File: config.mk
export PLATFORM = sky130hd
export DESIGN_NAME = activation_dma_writer
export DESIGN_NICKNAME = d
export VERILOG_FILES = /design/src/rtl/garuda_act_dma_pkg.sv /design/src/rtl/act_dma_credit_counter.sv /design/src/rtl/activation_dma_writer.sv
export SDC_FILE = /design/constraint.sdc
export NUM_CORES = 1
export LEC_CHECK = 0
export ABC_AREA = 1
export BUFFER_PORTS_ARGS = -buffer_cell sky130_fd_sc_hd__buf_2
export CORE_ASPECT_RATIO = 0.9
export CORE_MARGIN = 4
export CORE_UTILIZATION = 30
export CTS_CLUSTER_DIAMETER = 60
export DETAILED_ROUTE_END_ITERATION = 16
export PLACE_DENSITY = 0.53
export SETUP_SLACK_MARGIN = 0.05
export SLEW_MARGIN = 20
export SYNTH_ARGS = -nofsm -noshare
export SYNTH_HDL_FRONTEND = slang
export SYNTH_SLANG_ARGS = --single-unit
File: constraint.sdc
create_clock -name clk_i -period 5.2 [get_ports clk_i]
set_input_delay 0.78 -clock clk_i [delete_from_list [all_inputs] [get_ports clk_i]]
set_output_delay 0.78 -clock clk_i [all_outputs]
set_load 0.005 [all_outputs]
File: src/rtl/garuda_act_dma_pkg.sv
// Shared types and constants for the activation-buffer DMA fill engine.
package garuda_act_dma_pkg;

  localparam int DEF_BUF_DEPTH      = 16384;
  localparam int DEF_ADDR_WIDTH     = 14;
  localparam int DEF_DATA_WIDTH     = 32;
  localparam int DEF_MEM_ADDR_WIDTH = 32;
  localparam int WORD_BYTES         = DEF_DATA_WIDTH / 8;

  typedef enum logic [1:0] {
    IDLE      = 2'd0,
    REQ       = 2'd1,
    DRAIN     = 2'd2,
    WAIT_SWAP = 2'd3
  } dma_state_t;

  // Latched transfer command; widths follow the default buffer geometry.
  typedef struct packed {
    logic [DEF_MEM_ADDR_WIDTH-1:0] src;
    logic [DEF_ADDR_WIDTH-1:0]     dst;
    logic [DEF_ADDR_WIDTH:0]       len;
  } dma_cmd_t;

endpackage

File: src/rtl/act_dma_credit_counter.sv
// Tracks memory reads in flight and says whether another may be issued.
// A response arriving this cycle frees a slot immediately, so a full
// window can still issue when a response lands in the same cycle.
module act_dma_credit_counter #(
  parameter int MAX_OUTSTANDING = 4
) (
  input  logic clk_i,
  input  logic rst_i,
  input  logic clear_i,
  input  logic inc_i,
  input  logic dec_i,
  output logic can_issue_o
);

  localparam int CNT_W = $clog2(MAX_OUTSTANDING + 1);

  logic [CNT_W-1:0] count_reg;

  // In-flight count: +1 per issued read, -1 per returned word, both = hold.
  always_ff @(posedge clk_i) begin
    if (rst_i || clear_i) begin
      count_reg <= '0;
    end else if (inc_i && !dec_i) begin
      count_reg <= count_reg + CNT_W'(1);
    end else if (dec_i && !inc_i && (count_reg != '0)) begin
      count_reg <= count_reg - CNT_W'(1);
    end
  end

  assign can_issue_o = (count_reg < CNT_W'(MAX_OUTSTANDING)) || dec_i;

endmodule

File: src/rtl/activation_dma_writer.sv
// Fill engine for the ping-pong activation buffer: reads words from memory
// and writes them into the bank being filled, then swaps banks once the
// consumer has released the other one.
module activation_dma_writer
  import garuda_act_dma_pkg::*;
#(
  parameter int BUF_DEPTH       = DEF_BUF_DEPTH,
  parameter int ADDR_WIDTH      = DEF_ADDR_WIDTH,
  parameter int DATA_WIDTH      = DEF_DATA_WIDTH,
  parameter int MEM_ADDR_WIDTH  = DEF_MEM_ADDR_WIDTH,
  parameter int MAX_OUTSTANDING = 4
) (
  input  logic                      clk_i,
  input  logic                      rst_i,
  input  logic                      cmd_valid_i,
  output logic                      cmd_ready_o,
  input  logic [MEM_ADDR_WIDTH-1:0] cmd_src_addr_i,
  input  logic [ADDR_WIDTH-1:0]     cmd_dst_addr_i,
  input  logic [ADDR_WIDTH:0]       cmd_len_i,
  output logic                      mem_req_valid_o,
  input  logic                      mem_req_ready_i,
  output logic [MEM_ADDR_WIDTH-1:0] mem_req_addr_o,
  input  logic                      mem_rsp_valid_i,
  input  logic [DATA_WIDTH-1:0]     mem_rsp_data_i,
  output logic                      buf_wr_en_o,
  output logic [ADDR_WIDTH-1:0]     buf_wr_addr_o,
  output logic [DATA_WIDTH-1:0]     buf_wr_data_o,
  input  logic                      buf_wr_ready_i,
  output logic                      ping_pong_sel_o,
  input  logic                      consumer_release_i,
  output logic                      busy_o,
  output logic                      done_o,
  output logic                      error_o
);

  dma_state_t              state_reg;
  dma_cmd_t                cmd_reg;
  logic [ADDR_WIDTH:0]     req_cnt_reg;
  logic [ADDR_WIDTH:0]     rsp_cnt_reg;
  logic [ADDR_WIDTH:0]     ack_cnt_reg;
  logic [ADDR_WIDTH:0]     ack_cnt_next;
  logic                    release_reg;
  logic                    sel_reg;
  logic                    done_reg;
  logic                    error_reg;
  logic                    wr_en_reg;
  logic [ADDR_WIDTH-1:0]   wr_addr_reg;
  logic [DATA_WIDTH-1:0]   wr_data_reg;

  logic                    fill_active;
  logic                    cmd_legal;
  logic                    cmd_accept;
  logic                    req_fire;
  logic                    rsp_take;
  logic                    ack_inc;
  logic                    can_issue;
  logic [ADDR_WIDTH+1:0]   cmd_end;

  // Extra two bits keep dst+len from wrapping before the range check.
  assign cmd_end    = (ADDR_WIDTH+2)'(cmd_dst_addr_i) + (ADDR_WIDTH+2)'(cmd_len_i);
  assign cmd_legal  = (cmd_len_i != '0) && (cmd_end <= (ADDR_WIDTH+2)'(BUF_DEPTH));
  assign cmd_ready_o = (state_reg == IDLE);
  assign cmd_accept = cmd_valid_i && cmd_ready_o && cmd_legal;

  // Responses and acks only count while a fill is in progress; stray
  // traffic after a reset or between commands is dropped here.
  assign fill_active = (state_reg == REQ) || (state_reg == DRAIN);
  assign rsp_take    = mem_rsp_valid_i && fill_active;
  assign ack_inc     = buf_wr_ready_i && (state_reg != IDLE) && (ack_cnt_reg < cmd_reg.len);
  assign ack_cnt_next = ack_inc ? ack_cnt_reg + (ADDR_WIDTH+1)'(1) : ack_cnt_reg;

  assign mem_req_valid_o = (state_reg == REQ) && (req_cnt_reg < cmd_reg.len) && can_issue;
  assign mem_req_addr_o  = cmd_reg.src + (MEM_ADDR_WIDTH'(req_cnt_reg) * MEM_ADDR_WIDTH'(WORD_BYTES));
  assign req_fire        = mem_req_valid_o && mem_req_ready_i;

  act_dma_credit_counter #(
    .MAX_OUTSTANDING (MAX_OUTSTANDING)
  ) u_credit (
    .clk_i       (clk_i),
    .rst_i       (rst_i),
    .clear_i     (cmd_accept),
    .inc_i       (req_fire),
    .dec_i       (rsp_take),
    .can_issue_o (can_issue)
  );

  // Control FSM: command intake, request/ack counting, release and bank swap.
  always_ff @(posedge clk_i) begin
    if (rst_i) begin
      state_reg   <= IDLE;
      cmd_reg     <= '0;
      req_cnt_reg <= '0;
      ack_cnt_reg <= '0;
      release_reg <= 1'b0;
      sel_reg     <= 1'b0;
      done_reg    <= 1'b0;
      error_reg   <= 1'b0;
    end else begin
      done_reg  <= 1'b0;
      error_reg <= 1'b0;
      if (consumer_release_i) release_reg <= 1'b1;
      if (req_fire)           req_cnt_reg <= req_cnt_reg + (ADDR_WIDTH+1)'(1);
      if (ack_inc)            ack_cnt_reg <= ack_cnt_next;
      case (state_reg)
        IDLE: begin
          if (cmd_valid_i) begin
            if (cmd_legal) begin
              cmd_reg     <= '{src: cmd_src_addr_i, dst: cmd_dst_addr_i, len: cmd_len_i};
              req_cnt_reg <= '0;
              ack_cnt_reg <= '0;
              state_reg   <= REQ;
            end else begin
              error_reg <= 1'b1;
            end
          end
        end
        REQ: begin
          if (req_cnt_reg == cmd_reg.len) state_reg <= DRAIN;
        end
        DRAIN: begin
          // Looking at the next ack count saves a cycle on the last ack.
          if (ack_cnt_next == cmd_reg.len) state_reg <= WAIT_SWAP;
        end
        WAIT_SWAP: begin
          if (release_reg || consumer_release_i) begin
            state_reg   <= IDLE;
            sel_reg     <= ~sel_reg;
            done_reg    <= 1'b1;
            release_reg <= 1'b0;
          end
        end
        default: state_reg <= IDLE;
      endcase
    end
  end

  // Write path: each accepted response becomes one registered buffer write.
  always_ff @(posedge clk_i) begin
    if (rst_i) begin
      rsp_cnt_reg <= '0;
      wr_en_reg   <= 1'b0;
      wr_addr_reg <= '0;
      wr_data_reg <= '0;
    end else begin
      wr_en_reg <= 1'b0;
      if (cmd_accept) begin
        rsp_cnt_reg <= '0;
      end else if (rsp_take) begin
        wr_en_reg   <= 1'b1;
        wr_addr_reg <= cmd_reg.dst + rsp_cnt_reg[ADDR_WIDTH-1:0];
        wr_data_reg <= mem_rsp_data_i;
        rsp_cnt_reg <= rsp_cnt_reg + (ADDR_WIDTH+1)'(1);
      end
    end
  end

  assign buf_wr_en_o     = wr_en_reg;
  assign buf_wr_addr_o   = wr_addr_reg;
  assign buf_wr_data_o   = wr_data_reg;
  assign ping_pong_sel_o = sel_reg;
  assign busy_o          = (state_reg != IDLE);
  assign done_o          = done_reg;
  assign error_o         = error_reg;

endmodule

==> out/metrics.cfg <==
[worst_setup_path]
max_stage_delay_ps = 530
startpoint_type = flop
path_cells = ha_1 -> inv_1 -> fa_1 -> nor3_1 -> nor2_1 -> o21ai_2 -> a31oi_1 -> o21ai_1 -> nand2_1 -> a21oi_2 -> inv_1 -> nor2_1 -> xor2_1 -> buf_2
end_kind = output port
worstPathMaxFanout = 5
critPathSlowestCell = dfxtp_1
crit_type = flop to output port
worstPathArrival_ps = 3660
rr_worst_depth = 19
required_ps = 4420

[detailed_routing]
vias_per_cell = 4.760
via_count = 9577
drt_iter0_markers = 585
ant_nets = 0
dr.pass1.iters = 5
wl_mm = 30.03
drt-wirelength-per-cell_um = 14.92
drc = 0

[logic_synthesis]
synth_fa_ha_area_share_pct = 10.65
synthSimpleGateAreaFrac_pct = 26.54
synth.most_common_cell = nand2_1
synth_nets = 1601
synth_cells = 1419
avgSynthCellArea_um2 = 6.988
synth_xor_area_share_pct = 5.565
syn_area_mm2 = 0.009916
synth_top_area_share_pct = 32.50
synth.mux.area_fraction_pct = 0
synth_top_family_by_area = simple AND/OR/NAND/NOR gates
ys_async_sr_fraction_pct = 0
synth_top_cells_by_count = nand2_1, nor2_1, dfxtp_1
synth.lib_cells_used.distinct = 44
synth-edff-count = 0
synth_top_cell_by_area = dfxtp_1
synth_seq_cells = 161
ys_top_cells_by_area = dfxtp_1, nand2_1, ha_1
synth_ff_type = dfxtp_1
synth_compound_area_share_pct = 15.60
yosysSeqAreaShare_pct = 32.50
yosys_warnings = 0

[timing]
worst_slew_pin_slew_ps = 999.2
fmaxAchievable_mhz = 225.4
clock_skew_ps = 14.01
relSlewSlack_pct = 33.39
finalSetupViolations = 0
rsz0062_at_grt = false
period_share_pct = 85.33
drv_slew = 0
hold_ws_ps = 450.0
period_minus_slack_ps = 4437
tns_ps = 0
hold_viol = 0

[layout]
drive_gt1_share_pct = 16.00
area_delta_synth_final_pct = 18.09
fin_nets = 1763
largest_register_ffs = 61
stdcell_area_mm2 = 0.01171
fillers = 3536

[die]
io_pins = 185
die_area_mm2 = 0.03603
core_mm2 = 0.03227
fp.dieW_um = 199.6
num_rows = 62
initial_utilization_pct = 30.73
die_h_um = 180.5

[cts]
hold_buffers = 0
cts_tree = built
clock_sinks = 161
insertion_delay_ps = 440
cts_resized = 0
path_clk_slew_ps = 80
cts-buffers-inserted = 17
root_buffer = clkbuf_16
ctsHtreeMaxLevel = 4
clk_path_buf_depth = 2
post-cts-setup-buffers = 0

[power_and_ir_drop]
p_leak_nw = 5.351
p_total_mw = 4.623
powerDensity_mw_per_mm2 = 394.8
max-vdd-ir-drop_v = 0.0002403

[global_route]
grt_max_degree = 63
grt_usage_pct = 16.45
antenna_found_initial = 3
grt_pass1_wl_mm = 48.27
overflow = 0
grt_pass1_vias = 9129

[place]
portBuffers = 184
dp_hpwl_mm = 23.16
gp_congestion = 0.8606
dpl_cell_area_mm2 = 0.01112

[min_path]
hold_class = flop to flop
min_delay_path_depth = 2

[job]
cap_viol_max_count = 0

[outcome]
status = completed

[cell type report]
class | count | area [um^2] | share of cell area (%)
clock inverters | 15 | 157.7 | 1.346
clock buffers | 17 | 425.4 | 3.633
well taps | 416 | 520.5 | 4.445
flip-flops and latches | 161 | 3223 | 27.52
inverters | 163 | 611.8 | 5.225
repair buffers | 192 | 980.9 | 8.377
diodes | 2 | 5.005 | 0.04274
multi-input cells | 1046 | 5786 | 49.41
[critical path, delay by kind of cell, from the launching register on]
kind	cells	cell delay, ps
compound gates	4	900
xor+xnor	1	240
fa+ha+maj	2	640
buf+inv	3	330
flops	1	530
simple gates	4	570
[path summary, 6_finish.rpt]
check / start / to / slack [ps]
worst max-delay path: req_cnt_reg[0] / mem_req_addr_o[22] / 760
worst min-delay path: cmd_reg[30] / cmd_reg[30] / 450
worst max register to register: state_reg[0] / state_reg[1] / 1950
worst min register to register: cmd_reg[30] / cmd_reg[30] / 450
[report_power, final]
part / internal [mW] / switching [mW]
clock network: 0.645 / 0.631
logic: 0.609 / 1.13
registers: 1.46 / 0.147
total: 2.71 / 1.91
[cell families after synthesis]
group           after synthesis
compound gates              290
xor+xnor                     63
fa+ha+maj                    82
buf+inv                     212
flops                       161
simple gates                611
[layer usage]
metal / share of wire, % / global-route usage, %
met1: 51 / 24.55
met2: 41 / 24.12
met5: 0.093 / 0
met3: 7.3 / 4.169
met4: 0.99 / 2.934
[metrics by stage]
step | utilization, % | instances | setup slack [ps]
after global routing | 36.27 | 2010 | 501.0
after detailed placement | 34.46 | 1978 | 1106
final | 36.29 | 2012 | 762.9
after CTS | 36.27 | 2010 | 747.5
after global placement | 34.46 | 1978 | 1133
after floorplan | - | 1419 | 2044
[placed cells by master, fill, tap and decap left out, types with 3 or more instances in the layout]
cell	synthesis	layout
a31oi_1	5	5
nand3b_1	3	3
inv_1	159	159
xor2_1	45	45
buf_4	4	8
dfxtp_1	161	161
nand2_2	10	10
nor4_1	7	7
inv_8	0	5
nand4_1	37	37
a211oi_1	4	4
nand2_1	262	262
or2_2	3	3
inv_2	2	3
a21oi_2	8	8
ha_1	78	78
nor2_1	189	189
a21o_1	4	4
xnor2_1	18	18
nor3b_1	8	8
a21oi_1	128	128
o21ai_0	82	82
inv_6	0	5
clkbuf_16	0	17
o21ai_1	46	46
fa_1	4	4
nand3_1	69	69
nor3_1	16	16
buf_2	17	184
o211ai_1	3	3
No activity file was read; power rests on OpenSTA's default activity.
